$ cat config.mk
export PLATFORM = sky130hd
export DESIGN_NAME = pmod_jstk2_multi
export DESIGN_NICKNAME = d
export VERILOG_FILES = /design/src/rtl/pmod_jstk2_multi.sv
export SDC_FILE = /design/constraint.sdc
export NUM_CORES = 1
export LEC_CHECK = 0
export CAP_MARGIN = 5
export CORE_MARGIN = 2
export CORE_UTILIZATION = 55
export CTS_CLUSTER_DIAMETER = 100
export CTS_CLUSTER_SIZE = 16
export DETAILED_ROUTE_END_ITERATION = 10
export PLACE_DENSITY_LB_ADDON = 0.08
export SLEW_MARGIN = 5
export SYNTH_ARGS = -nofsm -noshare
export SYNTH_HDL_FRONTEND = slang
export SYNTH_SLANG_ARGS = --single-unit
$ cat constraint.sdc
create_clock -name clk -period 5.1 [get_ports clk]
set_clock_uncertainty 0.05 [all_clocks]
set_input_delay 1.53 -clock clk [delete_from_list [all_inputs] [get_ports clk]]
set_output_delay 1.53 -clock clk [all_outputs]
set_load 0.05 [all_outputs]
$ cat src/rtl/pmod_jstk2_multi.sv
// SPI master for up to four Digilent PmodJSTK2 joysticks on one shared bus.
// Reads position/button data or sets the LED of one device per transaction,
// and can poll all devices in turn.
module pmod_jstk2_multi #(
  parameter int N_DEV       = 2,
  parameter int CLK_DIV     = 50,
  parameter int CS_SETUP    = 1500,
  parameter int BYTE_GAP    = 1000,
  parameter int POLL_PERIOD = 1000000
) (
  input  logic                 clk,
  input  logic                 reset_n,
  input  logic                 start_read,
  input  logic                 cmd_valid,
  input  logic [1:0]           req_dev,
  input  logic [23:0]          cmd_rgb,
  input  logic                 auto_poll,
  input  logic                 miso,
  output logic                 sck,
  output logic                 mosi,
  output logic [N_DEV-1:0]     cs_n,
  output logic [16*N_DEV-1:0]  x_position,
  output logic [16*N_DEV-1:0]  y_position,
  output logic [8*N_DEV-1:0]   fs_buttons,
  output logic [N_DEV-1:0]     btn_jstk,
  output logic [N_DEV-1:0]     btn_trigger,
  output logic                 data_valid,
  output logic [1:0]           valid_dev,
  output logic                 busy,
  output logic                 req_err
);

  localparam logic [2:0] ST_IDLE  = 3'd0;
  localparam logic [2:0] ST_SETUP = 3'd1;
  localparam logic [2:0] ST_SHIFT = 3'd2;
  localparam logic [2:0] ST_GAP   = 3'd3;
  localparam logic [2:0] ST_DONE  = 3'd4;

  logic [2:0]           state_q, state_d;
  logic [31:0]          cnt_q, cnt_d;
  logic                 phase_q, phase_d;       // 0: sck low half, 1: sck high half
  logic [2:0]           bit_q, bit_d;
  logic [2:0]           byte_q, byte_d;
  logic [1:0]           dev_q, dev_d;
  logic                 is_read_q, is_read_d;
  logic [39:0]          tx_q, tx_d;
  logic [39:0]          rx_q, rx_d;
  logic                 sck_q, sck_d;
  logic                 mosi_q, mosi_d;
  logic [N_DEV-1:0]     cs_n_q, cs_n_d;
  logic [16*N_DEV-1:0]  x_q, x_d, y_q, y_d;
  logic [8*N_DEV-1:0]   fs_q, fs_d;
  logic [N_DEV-1:0]     jstk_q, jstk_d, trig_q, trig_d;
  logic                 dv_q, dv_d;
  logic [1:0]           vdev_q, vdev_d;
  logic                 err_q, err_d;
  logic [31:0]          poll_cnt_q, poll_cnt_d;
  logic                 pend_q, pend_d;
  logic [1:0]           poll_idx_q, poll_idx_d;

  logic                 go;
  logic                 go_read;
  logic [1:0]           go_dev;
  logic                 dev_ok;

  assign dev_ok = ({1'b0, req_dev} < 3'(N_DEV));

  // Next-state logic: request arbitration, bus sequencing, result capture, poll timer.
  always_comb begin
    // NOTE: every signal gets a default here so no path can infer a latch.
    state_d    = state_q;
    cnt_d      = cnt_q;
    phase_d    = phase_q;
    bit_d      = bit_q;
    byte_d     = byte_q;
    dev_d      = dev_q;
    is_read_d  = is_read_q;
    tx_d       = tx_q;
    rx_d       = rx_q;
    sck_d      = sck_q;
    mosi_d     = mosi_q;
    cs_n_d     = cs_n_q;
    x_d        = x_q;
    y_d        = y_q;
    fs_d       = fs_q;
    jstk_d     = jstk_q;
    trig_d     = trig_q;
    dv_d       = 1'b0;
    vdev_d     = vdev_q;
    err_d      = 1'b0;
    poll_cnt_d = poll_cnt_q;
    pend_d     = pend_q;
    poll_idx_d = poll_idx_q;
    go         = 1'b0;
    go_read    = 1'b0;
    go_dev     = 2'd0;

    // Poll timer; dropping auto_poll forgets any tick not yet served.
    if (!auto_poll) begin
      poll_cnt_d = '0;
      pend_d     = 1'b0;
    end else if (poll_cnt_q == 32'(POLL_PERIOD - 1)) begin
      poll_cnt_d = '0;
    end else begin
      poll_cnt_d = poll_cnt_q + 32'd1;
    end

    case (state_q)
      ST_IDLE: begin
        // An LED command outranks a host read, which outranks a poll tick;
        // only the poll tick survives losing arbitration.
        if (cmd_valid) begin
          if (dev_ok) begin
            go      = 1'b1;
            go_read = 1'b0;
            go_dev  = req_dev;
          end else begin
            err_d = 1'b1;
          end
        end else if (start_read) begin
          if (dev_ok) begin
            go      = 1'b1;
            go_read = 1'b1;
            go_dev  = req_dev;
          end else begin
            err_d = 1'b1;
          end
        end else if (pend_q && auto_poll) begin
          go         = 1'b1;
          go_read    = 1'b1;
          go_dev     = poll_idx_q;
          pend_d     = 1'b0;
          poll_idx_d = (poll_idx_q == 2'(N_DEV - 1)) ? 2'd0 : poll_idx_q + 2'd1;
        end
        if (go) begin
          state_d   = ST_SETUP;
          cnt_d     = '0;
          phase_d   = 1'b0;
          bit_d     = '0;
          byte_d    = '0;
          dev_d     = go_dev;
          is_read_d = go_read;
          tx_d      = go_read ? 40'h0 : {8'h84, cmd_rgb, 8'h00};
          for (int k = 0; k < N_DEV; k++) begin
            if (2'(k) == go_dev) cs_n_d[k] = 1'b0;
          end
        end
      end

      ST_SETUP: begin
        if (cnt_q == 32'(CS_SETUP - 1)) begin
          state_d = ST_SHIFT;
          cnt_d   = '0;
          mosi_d  = tx_q[39];
        end else begin
          cnt_d = cnt_q + 32'd1;
        end
      end

      ST_SHIFT: begin
        if (cnt_q != 32'(CLK_DIV - 1)) begin
          cnt_d = cnt_q + 32'd1;
        end else begin
          cnt_d = '0;
          if (!phase_q) begin
            // Rising sck: the slave has held miso stable through the low half.
            phase_d = 1'b1;
            sck_d   = 1'b1;
            rx_d    = {rx_q[38:0], miso};
          end else begin
            phase_d = 1'b0;
            sck_d   = 1'b0;
            tx_d    = {tx_q[38:0], 1'b0};
            if (bit_q != 3'd7) begin
              bit_d  = bit_q + 3'd1;
              mosi_d = tx_q[38];
            end else begin
              bit_d  = '0;
              mosi_d = 1'b0;
              if (byte_q == 3'd4) begin
                state_d = ST_DONE;
                cs_n_d  = '1;
                dv_d    = is_read_q;
                if (is_read_q) begin
                  vdev_d = dev_q;
                  for (int k = 0; k < N_DEV; k++) begin
                    if (2'(k) == dev_q) begin
                      x_d[16*k +: 16] = {rx_q[31:24], rx_q[39:32]};
                      y_d[16*k +: 16] = {rx_q[15:8],  rx_q[23:16]};
                      fs_d[8*k +: 8]  = rx_q[7:0];
                      jstk_d[k]       = rx_q[0];
                      trig_d[k]       = rx_q[1];
                    end
                  end
                end
              end else begin
                state_d = ST_GAP;
                byte_d  = byte_q + 3'd1;
              end
            end
          end
        end
      end

      ST_GAP: begin
        if (cnt_q == 32'(BYTE_GAP - 1)) begin
          state_d = ST_SHIFT;
          cnt_d   = '0;
          mosi_d  = tx_q[39];
        end else begin
          cnt_d = cnt_q + 32'd1;
        end
      end

      ST_DONE: state_d = ST_IDLE;

      default: state_d = ST_IDLE;
    endcase

    // A tick landing while one is already pending is simply absorbed.
    if (auto_poll && poll_cnt_q == 32'(POLL_PERIOD - 1)) pend_d = 1'b1;
  end

  // Control and output registers with synchronous reset.
  always_ff @(posedge clk) begin
    if (!reset_n) begin
      state_q    <= ST_IDLE;
      cnt_q      <= '0;
      phase_q    <= 1'b0;
      bit_q      <= '0;
      byte_q     <= '0;
      dev_q      <= '0;
      is_read_q  <= 1'b0;
      sck_q      <= 1'b0;
      mosi_q     <= 1'b0;
      cs_n_q     <= '1;
      x_q        <= '0;
      y_q        <= '0;
      fs_q       <= '0;
      jstk_q     <= '0;
      trig_q     <= '0;
      dv_q       <= 1'b0;
      vdev_q     <= '0;
      err_q      <= 1'b0;
      poll_cnt_q <= '0;
      pend_q     <= 1'b0;
      poll_idx_q <= '0;
    end else begin
      // NOTE: non-blocking assignments so every flop samples pre-edge values.
      state_q    <= state_d;
      cnt_q      <= cnt_d;
      phase_q    <= phase_d;
      bit_q      <= bit_d;
      byte_q     <= byte_d;
      dev_q      <= dev_d;
      is_read_q  <= is_read_d;
      sck_q      <= sck_d;
      mosi_q     <= mosi_d;
      cs_n_q     <= cs_n_d;
      x_q        <= x_d;
      y_q        <= y_d;
      fs_q       <= fs_d;
      jstk_q     <= jstk_d;
      trig_q     <= trig_d;
      dv_q       <= dv_d;
      vdev_q     <= vdev_d;
      err_q      <= err_d;
      poll_cnt_q <= poll_cnt_d;
      pend_q     <= pend_d;
      poll_idx_q <= poll_idx_d;
    end
  end

  // Shift registers for transmit and receive data.
  // NOTE: left unreset on purpose; they are loaded before use and only read
  // when the control path says their contents are valid.
  always_ff @(posedge clk) begin
    tx_q <= tx_d;
    rx_q <= rx_d;
  end

  assign sck         = sck_q;
  assign mosi        = mosi_q;
  assign cs_n        = cs_n_q;
  assign x_position  = x_q;
  assign y_position  = y_q;
  assign fs_buttons  = fs_q;
  assign btn_jstk    = jstk_q;
  assign btn_trigger = trig_q;
  assign data_valid  = dv_q;
  assign valid_dev   = vdev_q;
  assign busy        = (state_q != ST_IDLE);
  assign req_err     = err_q;

endmodule

## Word-level counts from Yosys, hierarchy flattened

Cells that the tools add are included.

| word-level totals | value |
|---|---|
| register bits | 252 |
| output and inout port bits | 93 |
| logic and storage cells | 161 |
| input bits | 32 |

| operators by class | value |
|---|---|
| reductions and logical operators | 27 |
| $lt $le $gt $ge | 1 |
| mux-type cells | 68 |
| eq/ne operators | 22 |
| $add $sub $neg | 5 |
| bitwise logic cells | 9 |

Operator list:

| cell | number |
|---|---|
| $mux 40 | 4 |
| $mux 32 | 4 |
| $pmux 32 s4 | 1 |
| $pmux 40 s2 | 1 |
| $add 32x1->32 const B | 2 |
| $mux 3 | 15 |
| $eq 32x10->1 const B | 1 |
| $eq 32x11->1 const B | 1 |
| $eq 32x20->1 const B | 1 |
| $ne 32x6->1 const B | 1 |
| $reduce_and 7->1 | 4 |
| $mux 1 | 26 |
| $mux 2 | 11 |
| $ne 2x2->1 const B | 10 |
| $reduce_and 6->1 | 3 |
| $pmux 3 s2 | 2 |
| $pmux 3 s4 | 1 |
| $not 1->1 | 9 |
| $reduce_and 2->1 | 4 |
| $reduce_and 4->1 | 2 |
| $add 3x1->3 const B | 2 |
| $eq 3x2->1 const B | 2 |
| $reduce_and 3->1 | 2 |
| $reduce_bool 3->1 | 2 |
| 18 further kinds | 21 |

## Logic depth before layout (Yosys ltp)

Gate-level depths: netlist of run 1.

| logic depth | value |
|---|---|
| depth in word-level cells | 9 |
| depth in mapped cells | 10 |
| depth with buffers taken out | 7 |

## Worst setup path after synthesis of run 1

No wires, ideal clock.

| path | value |
|---|---|
| path type | reg2reg |
| start | reg state_q[2] |
| end | reg rx_q[0], enable pin |
| setup time | 0.437 ns |
| cell stages (with the launch flop) | 6 |
| slack | 1.354 ns |
| clock period less this slack | 3.746 ns |
| data required time | 4.613 ns |
| data arrival time | 3.259 ns |
| path buffers | 2 |
| cell sequence | dfxtp_1 buf_2 or3b_1 buf_2 or4_1 nor2_1 |

| on the way | value |
|---|---|
| cells in the longest elaborated chain, start to end | 2 |

Ends and longest elaborated chain:

| item | RTL line | RTL |
|---|---|---|
| from (decl) | 39 | `logic [2:0] state_q, state_d;` |
| from (signal assigned) | 250 | `state_q <= state_d;` |
| $eq 3x2->1 | 108 | `case (state_q)` |
| $reduce_and 3->1 (no source line) | -- |  |
| to (signal assigned) | 279 | `rx_q <= rx_d;` |
| to (decl) | 47 | `logic [39:0] rx_q, rx_d;` |

Every way passes these cells.
A chain may end at the register's enable or synchronous reset.

## Worst setup path after layout of run 1

| path | value |
|---|---|
| start | reg state_q[2] |
| end | out busy |

| on the way | value |
|---|---|
| cells in the longest elaborated chain, start to end | 1 |

Ends and longest elaborated chain:

| item | RTL line | RTL |
|---|---|---|
| $reduce_bool 3->1 | 292 | `assign busy = (state_q != ST_IDLE);` |
| to (decl) | 29 | `output logic busy,` |

Every way passes these cells.

==> results of run 1 <==
## area by class of cell
cell class | instances | area, um2 | area share, %
Multi-Input combinational cell | 727 | 3990 | 34.0
Inverter | 17 | 63.8 | 0.545
Tap cell | 229 | 287 | 2.45
Clock buffer | 29 | 492 | 4.20
Timing Repair Buffer | 138 | 1350 | 11.5
Clock inverter | 1 | 16.3 | 0.139
Sequential cell | 240 | 5530 | 47.1
## cells in the mapped netlist (3+ instances only)
cell | n | area (um2)
a21oi_1 | 92 | 460
and2_1 | 15 | 93.8
and3_1 | 12 | 75.1
and4_1 | 14 | 123
buf_1 | 3 | 11.3
buf_2 | 14 | 70.1
buf_4 | 11 | 82.6
clkbuf_1 | 39 | 146
dfxtp_1 | 168 | 3360
edfxtp_1 | 72 | 2160
ha_1 | 7 | 87.6
inv_1 | 16 | 60.1
mux2i_1 | 6 | 60.1
nand2_1 | 247 | 927
nand3_1 | 31 | 155
nand4_1 | 26 | 163
nand4b_1 | 3 | 26.3
nor2_1 | 86 | 323
nor3_1 | 17 | 85.1
nor3_2 | 3 | 30.0
nor3b_1 | 3 | 22.5
nor4_1 | 14 | 87.6
nor4_2 | 6 | 75.1
nor4b_1 | 4 | 35.0
o21ai_0 | 27 | 135
o21ai_1 | 4 | 20.0
o31ai_1 | 5 | 37.5
or2_2 | 3 | 18.8
or4_1 | 7 | 52.6
xnor2_1 | 35 | 307
xor2_1 | 25 | 219
## worst max-delay path: stages (launching register included)
cell	delay [ns]
dfxtp_1	0.44
nor3_2	0.46
inv_2	0.13
clkdlybuf4s50_1	0.72
## flip-flops by register name, indices dropped and copies added, names as in the netlist, 2 cells and up
signal      cells
bit_q           3
byte_q          3
cnt_q          32
cs_n            2
dev_q           2
fs_buttons     16
poll_cnt_q     32
poll_idx_q      2
rx_q           40
state_q         3
tx_q           32
valid_dev       2
x_position     32
y_position     32
## report_power, final
group / internal (mW) / switching, mW
combinational: 0.0900 / 0.171
clock: 0.666 / 0.643
sequential: 2.01 / 0.0299
total: 2.77 / 0.843
## how the worst max path moves through the flow
stage | start | end | slack, ns
finish | state_q[2]$_SDFFE_PN0P_ | busy | 1.28
global route | state_q[2]$_SDFFE_PN0P_ | busy | 1.14
CTS | state_q[2]$_SDFFE_PN0P_ | busy | 1.28
detailed placement | auto_poll | tx_q[19]$_DFFE_PP_ | 1.25
global placement | auto_poll | tx_q[20]$_DFFE_PP_ | 1.28
floorplan | state_q[2]$_SDFFE_PN0P_ | rx_q[0]$_DFFE_PP_ | 1.35
## logic make-up (layout without fill, tap and decap cells)
| kind of cell | count (synthesis) | in the layout | synth area share [%] |
|---|---|---|---|
| xor gates and xnor gates | 60 | 60 | 5.32 |
| muxes | 7 | 7 | 0.722 |
| adders and majority gates | 7 | 7 | 0.886 |
| and+or+nand+nor | 503 | 503 | 24.5 |
| DFF | 240 | 240 | 55.9 |
| buffers and inverters | 85 | 185 | 3.90 |
| AOI/OAI and AO/OA | 150 | 150 | 8.72 |
## layout by cell type, fill, tap and decap left out, drive strengths merged, types with 3 or more instances in the layout
cell type      Yosys  final
nand4b             3      3
o31ai              5      5
and3              12     12
or4                7      7
clkbuf            39     29
inv               17     17
o21ai             31     31
and4              14     14
nor4              21     21
nor3b              4      4
edfxtp            72     72
xnor2             35     35
xor2              25     25
nor2              86     86
clkdlybuf4s50      0    124
nand2            247    247
nand4             26     26
mux2i              6      6
ha                 7      7
nand3             31     31
nor4b              5      5
a21oi             92     92
nor3              20     20
dfxtp            168    168
buf               29     14
and2              15     15
or2                3      3
## metrics by stage
stage	hold WS, ns	setup WS, ns	instance area [um2]	total power [mW]	instances
after floorplan	0.374	1.35	9880	2.26	1052
after global placement	0.387	1.28	11200	2.34	1351
after detailed placement	0.394	1.25	11200	2.35	1351
after CTS	0.402	1.28	11700	3.64	1381
after global routing	0.419	1.14	11700	3.75	1381
final	0.401	1.28	11700	3.61	1381
## per-layer routing
layer,track usage [%],vias up
li1,-,3792
met1,31.9,3613
met2,35.1,175
met3,3.08,31
met4,6.44,0
met5,0,-
==> metrics.yaml, run 1 <==
run_status:
  outcome: "finished clean"
drt:
  drtIter0Drc: 482
  wl_met1_mm: 10.3
  ant_nets: 0
  viasPerCell: 5.51
  highest_layer: "met4"
  wl_per_cell_um: 15.5
  met3_length_um: 848
  drc: 0
  wl_met2_mm: 9.90
  firstDrtPassIters: 5
  wl_mm: 21.5
  vias: 7611
sta:
  fmax_ghz: 0.262
  rsz0062_at_grt: "no"
  worstMarginPinSlew_ns: 1.04
  drv_slew: 0
  setup_viol: 0
  finalHoldViolations: 0
  setup_tns_ns: 0
  slew_headroom_pct: 30.0
  fin_crit_ns: 3.82
  fin_crit_sh_pct: 74.9
floorplan:
  coreArea_um2: 17800
  die_h_um: 138
  dieWidth_um: 138
  row_count: 49
  design.die.area_um2: 19100
  io_pins: 125
  initial_core_util_pct: 55.6
critical_path:
  worstSetupEndpointType: "primary output"
  startpoint_type: "flip-flop"
  cp_data_arrival_time_ns: 2.24
  r2r_end: "rx_q[34]$_DFFE_PP_"
  worstPathRequired_ns: 3.52
  r2r-start: "cnt_q[0]$_SDFFE_PN0P_"
  crit_fanout: 10
  worstSetupPathType: "flip-flop to primary output"
  r2r_setup_slack_ns: 1.87
  r2r_cells: 6
logic_synthesis:
  yosys_warnings: 0
  synth_area_per_cell_um2: 9.39
  synth_edf_count: 72
  ys_ff_latch: 240
  async_reset_ff_share_pct: 0
  syn_area_um2: 9880
  ys.flop_type: "dfxtp_1"
  synthDistinctLibCells: 62
  seq_area_frac_synth_pct: 55.9
  netlist_instances: 1052
  synth_fp_nets: 1091
place:
  gp_congestion: 0.825
  portBuffers: 124
  dp_hpwl_mm: 13.8
cells_and_area:
  n_fill_cell: 1500
  drive_gt1_share_pct: 5.03
  fin_util_pct: 65.9
  diodes: 0
  area_growth_pct: 18.6
  nets: 1181
clock_network:
  h-tree-depth: 1
  clockBufferDepth: 3
  postCtsSetupRepairBufs: 0
  numCtsBuffers: 18
  cts_tree: "yes"
  path_clk_slew_ns: 0.07
  cts-resized-gates: 0
  worstSkewPairLatency_ns: 0.49
  cts_sinks: 240
  cts_root_buffer: "clkbuf_16"
  ctsHoldBuffers: 0
global_route:
  grt_antenna_before_repair: 0
  grt_overflow: 0
  grt_max_degree: 87
  track_usage_pct: 22.1
  first_global_vias: 7027
  grt_pass1_wl_mm: 35.5
job:
  maxCapViolations: 0
worst_hold_path:
  hold_path_class: "flip-flop to flip-flop"
  hold_start: "y_position[3]$_SDFFE_PN0P_"
  whs_path_depth: 2
  hold_end: "y_position[3]$_SDFFE_PN0P_"
pwr:
  power_density_nw_per_um2: 308
  p_leak_nw: 3.80
  ir_worst_vdd_mv: 0.272
Note: power is estimated with default switching activity, not from simulation.
==> inputs of run 2 (changes only) <==
==> constraint.sdc (replaced) <==
create_clock -name clk -period 3.9 [get_ports clk]
set_clock_uncertainty 0.05 [all_clocks]
set_input_delay 1.17 -clock clk [delete_from_list [all_inputs] [get_ports clk]]
set_output_delay 1.17 -clock clk [all_outputs]
set_load 0.05 [all_outputs]
==> run 2 against run 1 <==
  * Largest cell class unchanged
  * Clock power up 33%
  * Sequential power up 31%
  * Critical endpoint unchanged
  * Highest routed layer unchanged
  * Design area up 0.32%
  * Die area unchanged
  * Clock-buffer cell count up 2
==> metrics.yaml, run 2 (synthesis results as in run 1) <==
sta:
  fin_crit_sh_pct: 89.3
  setup_tns_ns: 0  # unchanged
  hold_ws_ns: 0.401  # +0.000284 ns
  fin_crit_ns: 3.48
  slew_headroom_pct: 39.9  # +9.8 points
  setup_viol: 0  # unchanged
  worstMarginPinSlew_ns: 0.894  # -0.146 ns
  fmax_ghz: 0.287
  finalHoldViolations: 0  # unchanged
  drv_slew: 0  # unchanged
  rsz0062_at_grt: "no"
pwr:
  clockPowerShare_pct: 36.5  # +0.3 points
  power.switching_mw: 1.09  # +30%
  netSwitchingFraction_pct: 23.0  # -0.38 points
  power_density_nw_per_um2: 405  # +31%
  p_seq_share_pct: 56.2  # -0.4 points
  p_leak_nw: 3.81  # +0.37%
  comb_power_share_pct: 7.4  # +0.2 points
  ir_worst_vdd_mv: 0.302  # +11%
  p_int_mw: 3.67  # +32%
cells_and_area:
  final_cell_mix: "247 x nand2_1, 168 x dfxtp_1, 124 x clkdlybuf4s50_1, 92 x a21oi_1, 85 x nor2_1"
  multi_input_comb_area_um2: 3990  # unchanged
  regArea_um2: 5530  # unchanged
  fin_util_pct: 66.1  # +0.21 points
  top_register: "rx_q"
  stdcell_area_um2: 11800  # +0.32%
  nets: 1181  # unchanged
  diodes: 0  # unchanged
  drive_gt1_share_pct: 5.03  # about the same
  n_fill_cell: 1494  # -0.40%
  final_cells: 1382  # +0.072%
  largest_register_ffs: 40  # unchanged
  area_growth_pct: 19.0
  final_common_cell: "nand2_1"
clock_network:
  postCtsSetupRepairBufs: 0  # unchanged
  h-tree-depth: 1  # unchanged
  ctsHoldBuffers: 0  # unchanged
  worstSkewPairLatency_ns: 0.49  # about the same
  cts_tree: "yes"
  cts_sinks: 240  # unchanged
  cts_root_buffer: "clkbuf_16"
  cts-resized-gates: 0  # unchanged
  numCtsBuffers: 18  # unchanged
  path_clk_slew_ns: 0.08  # about the same
  clockBufferDepth: 3  # unchanged
floorplan:
  dieWidth_um: 138  # unchanged
  row_count: 49  # unchanged
  initial_core_util_pct: 55.6  # unchanged
  die_h_um: 138  # unchanged
  coreArea_um2: 17800  # unchanged
  design.die.area_um2: 19100  # unchanged
  io_pins: 125  # unchanged
drt:
  firstDrtPassIters: 5  # unchanged
  drc: 0  # unchanged
  ant_nets: 0  # unchanged
  vias: 7626  # +0.20%
  drtIter0Drc: 555  # +15%
  viasPerCell: 5.52  # +0.12%
  wl_per_cell_um: 15.4  # -1.0%
  wl_mm: 21.3  # -0.95%
critical_path:
  cpMaxStageDelayCell: "clkdlybuf4s50_1"
  worstSetupPathType: "flip-flop to primary output"
  path_cells: "nor3_2 -> inv_2 -> clkdlybuf4s50_1"
  worstSetupEndpointType: "primary output"
  crit_fanout: 10  # unchanged
  critPathMaxStageDelay_ns: 0.73  # about the same
  startpoint_type: "flip-flop"
  worstPathRequired_ns: 2.68  # -0.84 ns
  cp_data_arrival_time_ns: 2.26  # +0.02 ns
place:
  placed_area_um2: 11200  # +0.22%
  portBuffers: 124  # unchanged
  dp_hpwl_mm: 13.7  # -0.98%
  dp_cells: 1351  # unchanged
  gp_congestion: 0.834  # +1.2%
global_route:
  grt_pass1_wl_mm: 35.1  # -1.4%
  grt_antenna_before_repair: 0  # unchanged
  track_usage_pct: 21.6  # -0.46 points
  grt_overflow: 0  # unchanged
  grt_max_degree: 86  # -1.1%
  first_global_vias: 6912  # -1.6%
worst_hold_path:
  hold_path_class: "flip-flop to flip-flop"
run_status:
  outcome: "finished clean"
job:
  maxCapViolations: 0  # unchanged
[run 2: changes by cell type in the layout (fill, tap and decap cells not counted), sizes merged]
| cell | change |
|---|---|
| clkinv | -1 |
| clkbuf | +2 |
[run 2: power by group through the flow]
stage                     sequential, mW  combinational (mW)  clock, mW
after floorplan                     2.72               0.241          0
after global placement              2.73               0.348          0
after detailed placement            2.73               0.352          0
after CTS                           2.67               0.352       1.77
after global routing                2.68               0.390       1.86
final                               2.67               0.350       1.74
[run 2: routing by layer]
| metal | part of all wire, % | up-vias | global-route usage, % |
|---|---|---|---|
| li1 | - | 3795 | - |
| met1 | 47 | 3620 | 31.0 |
| met4 | 2.0 | 0 | 5.42 |
| met3 | 4.2 | 32 | 2.63 |
| met2 | 46 | 179 | 35.4 |
| met5 | 0 | - | 0 |
[run 2: area by class of cell]
type	instances	share of cell area [%]
Timing Repair Buffer	138	11.7
Inverter	17	0.543
Tap cell	229	2.44
Sequential cell	240	47.0
Clock buffer	31	4.43
Multi-Input combinational cell	727	33.9
[run 2: worst max-delay path, delay by kind of cell, from the launching register on]
family	cells	cell delay, ns
buf+inv	2	0.86
simple gates	1	0.48
flops	1	0.44
[run 2: metrics by stage]
step                setup slack, ns  total power, mW
finish                        0.416             4.76
global placement              0.561             3.08
detailed placement            0.517             3.08
floorplan                     0.154             2.96
global route                  0.321             4.93
CTS                           0.437             4.80
[run 2: path summary, 6_finish.rpt]
path | endpoint | depth (start not counted) | slack [ns] | start
worst min-delay path | y_position[13]$_SDFFE_PN0P_ | 2 | 0.40 | y_position[13]$_SDFFE_PN0P_
worst min register to register | y_position[13]$_SDFFE_PN0P_ | 2 | 0.40 | y_position[13]$_SDFFE_PN0P_
worst max register to register | tx_q[14]$_DFFE_PP_ | 6 | 0.86 | state_q[1]$_SDFFE_PN0P_
worst max-delay path | busy | 3 | 0.42 | state_q[2]$_SDFFE_PN0P_
==> inputs of run 3 (changes only) <==
--- a/config.mk
+++ b/config.mk
@@ -11,6 +11,7 @@
 export CTS_CLUSTER_DIAMETER = 100
 export CTS_CLUSTER_SIZE = 16
 export DETAILED_ROUTE_END_ITERATION = 10
+export GPL_ROUTABILITY_DRIVEN = 0
 export PLACE_DENSITY_LB_ADDON = 0.08
 export SLEW_MARGIN = 5
 export SYNTH_ARGS = -nofsm -noshare
==> results of run 3 <==
The final DEF is identical to that of run 2; final timing and power are the same.
